--- config.mk ---
export PLATFORM = sky130hd
export DESIGN_NAME = div11_seq_32
export DESIGN_NICKNAME = d
export VERILOG_FILES = /design/src/rtl/div11_seq_32.sv
export SDC_FILE = /design/constraint.sdc
export NUM_CORES = 1
export LEC_CHECK = 0
export CORE_MARGIN = 2
export CORE_UTILIZATION = 45
export CTS_CLUSTER_DIAMETER = 30
export DETAILED_ROUTE_END_ITERATION = 7
export PLACE_DENSITY = 0.76
export SYNTH_ARGS = -nofsm -noshare
export SYNTH_HDL_FRONTEND = slang
export SYNTH_SLANG_ARGS = --single-unit
export TNS_END_PERCENT = 1
--- constraint.sdc ---
create_clock -name clk -period 6.15 [get_ports clk]
set_input_delay 0.9225 -clock clk [delete_from_list [all_inputs] [get_ports clk]]
set_output_delay 0.9225 -clock clk [all_outputs]
set_load 0.1 [all_outputs]
--- src/rtl/div11_seq_32.sv ---
// ============================================================================
// Module   : div11_seq_32
// Purpose  : Sequential unsigned divide-by-11. The dividend is consumed
//            MSB-first, two bits per clock. A running remainder below 11 is
//            carried forward, and each step yields one base-4 quotient digit.
//            Valid/ready handshake on both the input and the output side.
// Ports    : clk        rising-edge clock
//            rst_n      asynchronous active-low reset
//            in_valid   dividend presented
//            in_ready   unit can accept a dividend (IDLE only, registered)
//            in_data    DW-bit unsigned dividend
//            out_valid  result held on out_quot/out_rem (registered)
//            out_ready  consumer accepts result
//            out_quot   floor(in_data / 11)
//            out_rem    in_data mod 11 (only with DIV11_REM_OUT_EN)
//            busy       high while in RUN or DONE
// Config   : DIV11_REM_OUT_EN - when defined, adds the out_rem port.
//            DW must be even and >= 2; the unit takes DW/2 steps.
// Revision : 1.0 - initial release
// ============================================================================
`default_nettype none

module div11_seq_32 #(
    parameter int DW = 32
) (
    input  logic          clk,
    input  logic          rst_n,
    input  logic          in_valid,
    output logic          in_ready,
    input  logic [DW-1:0] in_data,
    output logic          out_valid,
    input  logic          out_ready,
    output logic [DW-1:0] out_quot,
`ifdef DIV11_REM_OUT_EN
    output logic [3:0]    out_rem,
`endif
    output logic          busy
);

    localparam int c_STEPS = DW / 2;
    localparam int c_CW    = (c_STEPS > 1) ? $clog2(c_STEPS) : 1;
    localparam logic [c_CW-1:0] c_CNT_LOAD = c_CW'(c_STEPS - 1);
    localparam logic [c_CW-1:0] c_CNT_ONE  = c_CW'(1);

    typedef enum logic [1:0] {
        S_IDLE = 2'd0,
        S_RUN  = 2'd1,
        S_DONE = 2'd2
    } state_t;

    state_t          r_state;
    logic [DW-1:0]   r_sh;
    logic [DW-1:0]   r_q;
    logic [3:0]      r_rem;
    logic [c_CW-1:0] r_cnt;
    logic            r_in_ready;
    logic            r_out_valid;
    logic            r_busy;

    // One reduction step: w = 4*r + next two dividend bits (w <= 43).
    logic [5:0]      w_w;
    logic [1:0]      w_digit;
    logic [3:0]      w_sub;
    logic [3:0]      w_rem_next;
    logic [DW-1:0]   w_q_next;
    logic [DW-1:0]   w_sh_next;

    assign w_w = {r_rem, r_sh[DW-1 -: 2]};

    // The subtrahend 11*digit is kept modulo 16: the true remainder is
    // always 0..10, so 4-bit wrap-around arithmetic gives it exactly
    // (11 -> 11, 22 -> 6, 33 -> 1).
    always_comb begin
        w_digit = 2'd0;
        w_sub   = 4'd0;
        if (w_w >= 6'd33) begin
            w_digit = 2'd3;
            w_sub   = 4'd1;
        end else if (w_w >= 6'd22) begin
            w_digit = 2'd2;
            w_sub   = 4'd6;
        end else if (w_w >= 6'd11) begin
            w_digit = 2'd1;
            w_sub   = 4'd11;
        end
    end

    assign w_rem_next = w_w[3:0] - w_sub;

    generate
        if (DW == 2) begin : g_dw2
            assign w_q_next  = w_digit;
            assign w_sh_next = '0;
        end else begin : g_dwn
            assign w_q_next  = {r_q[DW-3:0], w_digit};
            assign w_sh_next = {r_sh[DW-3:0], 2'b00};
        end
    endgenerate

    always_ff @(posedge clk or negedge rst_n) begin
        if (!rst_n) begin
            r_state     <= S_IDLE;
            r_sh        <= '0;
            r_q         <= '0;
            r_rem       <= 4'd0;
            r_cnt       <= '0;
            r_in_ready  <= 1'b1;
            r_out_valid <= 1'b0;
            r_busy      <= 1'b0;
        end else begin
            case (r_state)
                S_IDLE: begin
                    if (in_valid) begin
                        r_sh       <= in_data;
                        r_q        <= '0;
                        r_rem      <= 4'd0;
                        r_cnt      <= c_CNT_LOAD;
                        r_in_ready <= 1'b0;
                        r_busy     <= 1'b1;
                        r_state    <= S_RUN;
                    end
                end
                S_RUN: begin
                    r_q   <= w_q_next;
                    r_sh  <= w_sh_next;
                    r_rem <= w_rem_next;
                    if (r_cnt == '0) begin
                        r_out_valid <= 1'b1;
                        r_state     <= S_DONE;
                    end else begin
                        r_cnt <= r_cnt - c_CNT_ONE;
                    end
                end
                S_DONE: begin
                    // in_ready rises only after the result has been taken,
                    // so a new dividend is never accepted in the same cycle.
                    if (out_ready) begin
                        r_out_valid <= 1'b0;
                        r_in_ready  <= 1'b1;
                        r_busy      <= 1'b0;
                        r_state     <= S_IDLE;
                    end
                end
                default: begin
                    r_state     <= S_IDLE;
                    r_in_ready  <= 1'b1;
                    r_out_valid <= 1'b0;
                    r_busy      <= 1'b0;
                end
            endcase
        end
    end

    assign in_ready  = r_in_ready;
    assign out_valid = r_out_valid;
    assign busy      = r_busy;
    assign out_quot  = r_q;

`ifdef DIV11_REM_OUT_EN
    assign out_rem = (r_state == S_DONE) ? r_rem : 4'd0;
`endif

endmodule

`default_nettype wire
==> impl_metrics.ini <==
[synth]
synth_top_area_share = 0.559
synth-edff-count = 0
synthesis.yosys.warnings = 0
avgSynthCellArea_um2 = 11.3
yosys-top-cells-area = dfrtp_1 (56%), mux2i_1 (8.8%), a22o_1 (8.7%)
syn-cell-area_um2 = 3400
yosysUniqueCellTypes = 38
synth_seq_cells = 77
yosysSeqAreaShare = 0.566
ys.flop_type = dfrtp_1
async_reset_ff_frac = 1.00
synth_top_cell_by_area = dfrtp_1
synth_cells = 300
synth_fp_nets = 341

[global_routing]
grt_util_all_layers = 0.177
grt_pass1_wl_um = 11800
grt_max_degree = 99
grt-ovfl-total = 0
grt_pass1_vias = 2416
antenna_found_initial = 0

[sta]
holdWs_ns = 0.481
min_period_ns = 2.96
worst_clock_skew_ns = 0.0104
worstMarginPinSlew_ns = 1.01
fmax_mhz = 338
finalSetupViolCount = 0
fin_crit_sh = 0.481
fin_setup_tns_ns = 0
hold_violations = 0
max_slew_margin = 0.325
drv_slew = 0
rsz0062_at_grt = no

[finish]
layout.nets = 403
layout-drive-gt1-share = 0.0627
multi_input_area_um2 = 1330
final-seq-area_um2 = 1930
diodes = 0
layout_commonest_cell = dfrtp_1
utilization = 0.592
final_cell_mix = dfrtp_1 (76), clkdlybuf4s50_1 (69), nand2_1 (39), o21ai_0 (37), a22o_1 (34)
area_growth_pct = 26.8
nFillCells = 632

[critical_path]
critPathSlowestCell = clkdlybuf4s50_1
critical-path-top-delay-family = buffers and inverters
crit_arrival_ns = 2.04
crit_chain = clkdlybuf4s50_1
path_max_fanout = 3
critPathCaptureType = primary output
cp_num_buf_inv = 1
crit_type = flop to primary output
required_ns = 5.23
cp-start-kind = flop
reg2reg_from = r_sh[31]
critPathMaxStageDelay_ns = 1.14
rr_worst_depth = 8
r2r_end = r_rem[3]
rrSetupSlack_ns = 3.69

[cts]
cts_resized = 0
clockBufferDepth = 2
clockRootBuffer = clkbuf_8
cts_made_buffers = 9
postCtsHoldBufs = 0
insertion_delay_ns = 0.35
cts_tree = done
cts_setup_buffers = 0
htreeDepth = 3
cts.sinks = 77
clk_pin_slew_worst_paths_ns = 0.08

[drt]
wl_per_cell_um = 14.8
detail_route.iter0.violations = 170
drtPass1Iterations = 5
post-route-drc-count = 0
routed_wl_um = 6890
vias = 2496
vias_per_cell = 5.36
ant_nets = 0

[hold_path]
hold_end = r_sh[29]
whs_path_depth = 2
min_from = r_sh[29]
hold_path.class = flop to flop

[job]
cap_violations = 0

[die]
core_area_um2 = 7290
rows = 31
start_util = 0.467
die_h_um = 91.0
io-pin-count = 71
die_w_um = 91.0
die_area_um2 = 8280

[placement]
hpwl_um = 4540
io_buffers = 70
gp_congestion = 0.857

[run_status]
status = finished clean
[stage by stage]
step	worst slack, ns	cells	instance area, µm²
finish	3.19	466	4320
global route	3.15	466	4320
CTS	3.17	466	4320
detailed placement	3.53	450	4120
global placement	3.57	450	4120
floorplan	3.98	300	3400
[state kept, by name, summed over array words and instances, names as in the netlist]
| name | flops |
|---|---|
| r_state | 2 |
| r_sh | 32 |
| in_ready | 1 |
| out_valid | 1 |
| busy | 1 |
| out_quot | 32 |
| r_rem | 4 |
| r_cnt | 4 |
[cell type report]
class                      count  share of cell area
timing repair buffer          72               0.165
inverter                       7             0.00609
sequential                    77               0.447
clock inverter                 6              0.0162
multi-input combinational    195               0.307
clock buffer                  10              0.0296
tap                           99              0.0287
[worst max path at each step]
stage                     startpoint     endpoint  slack [ns]  depth (start not counted)
after global routing        in_ready     in_ready        3.15                          1
after floorplan             r_sh[31]     r_rem[3]        3.98                          8
after detailed placement    in_valid     r_sh[18]        3.53                          4
after global placement      in_valid  out_quot[0]        3.57                          6
final                       in_ready     in_ready        3.19                          1
after CTS                   in_ready     in_ready        3.17                          1
[metal layers]
layer	vias up	routed length, µm	track usage	share of wire
li1	1203	-	-	-
met1	1202	3200	0.249	0.46
met2	82	3230	0.267	0.47
met3	9	365	0.0481	0.053
met4	0	87	0.0593	0.013
met5	-	0	0	0
[logic make-up (layout without fill, tap and decap cells)]
logic type               count (synthesis)  after routing  share of synthesized area
AO/OA/AOI/OAI                           96             96                      0.188
flip-flops                              77             77                      0.566
AND/OR/NAND/NOR                         62             62                     0.0834
multiplexers                            30             30                     0.0882
buffers and inverters                   28             95                     0.0485
adder cells (fa/ha/maj)                  5              5                     0.0206
XOR/XNOR                                 2              2                    0.00515
[Yosys cell counts (3+ instances only)]
cell type and count:
nand2_1 39, a22o_1 34, mux2i_1 30, dfrtp_1 76, buf_2 9, clkbuf_1 4, ha_1 4, buf_4 3
o21ai_0 37, a21oi_1 11, nor3_1 4, buf_6 5, nor2_1 6, inv_1 7
Power is not shown: default switching activity piles up to over one toggle a cycle in this logic, so the estimate is an artifact.
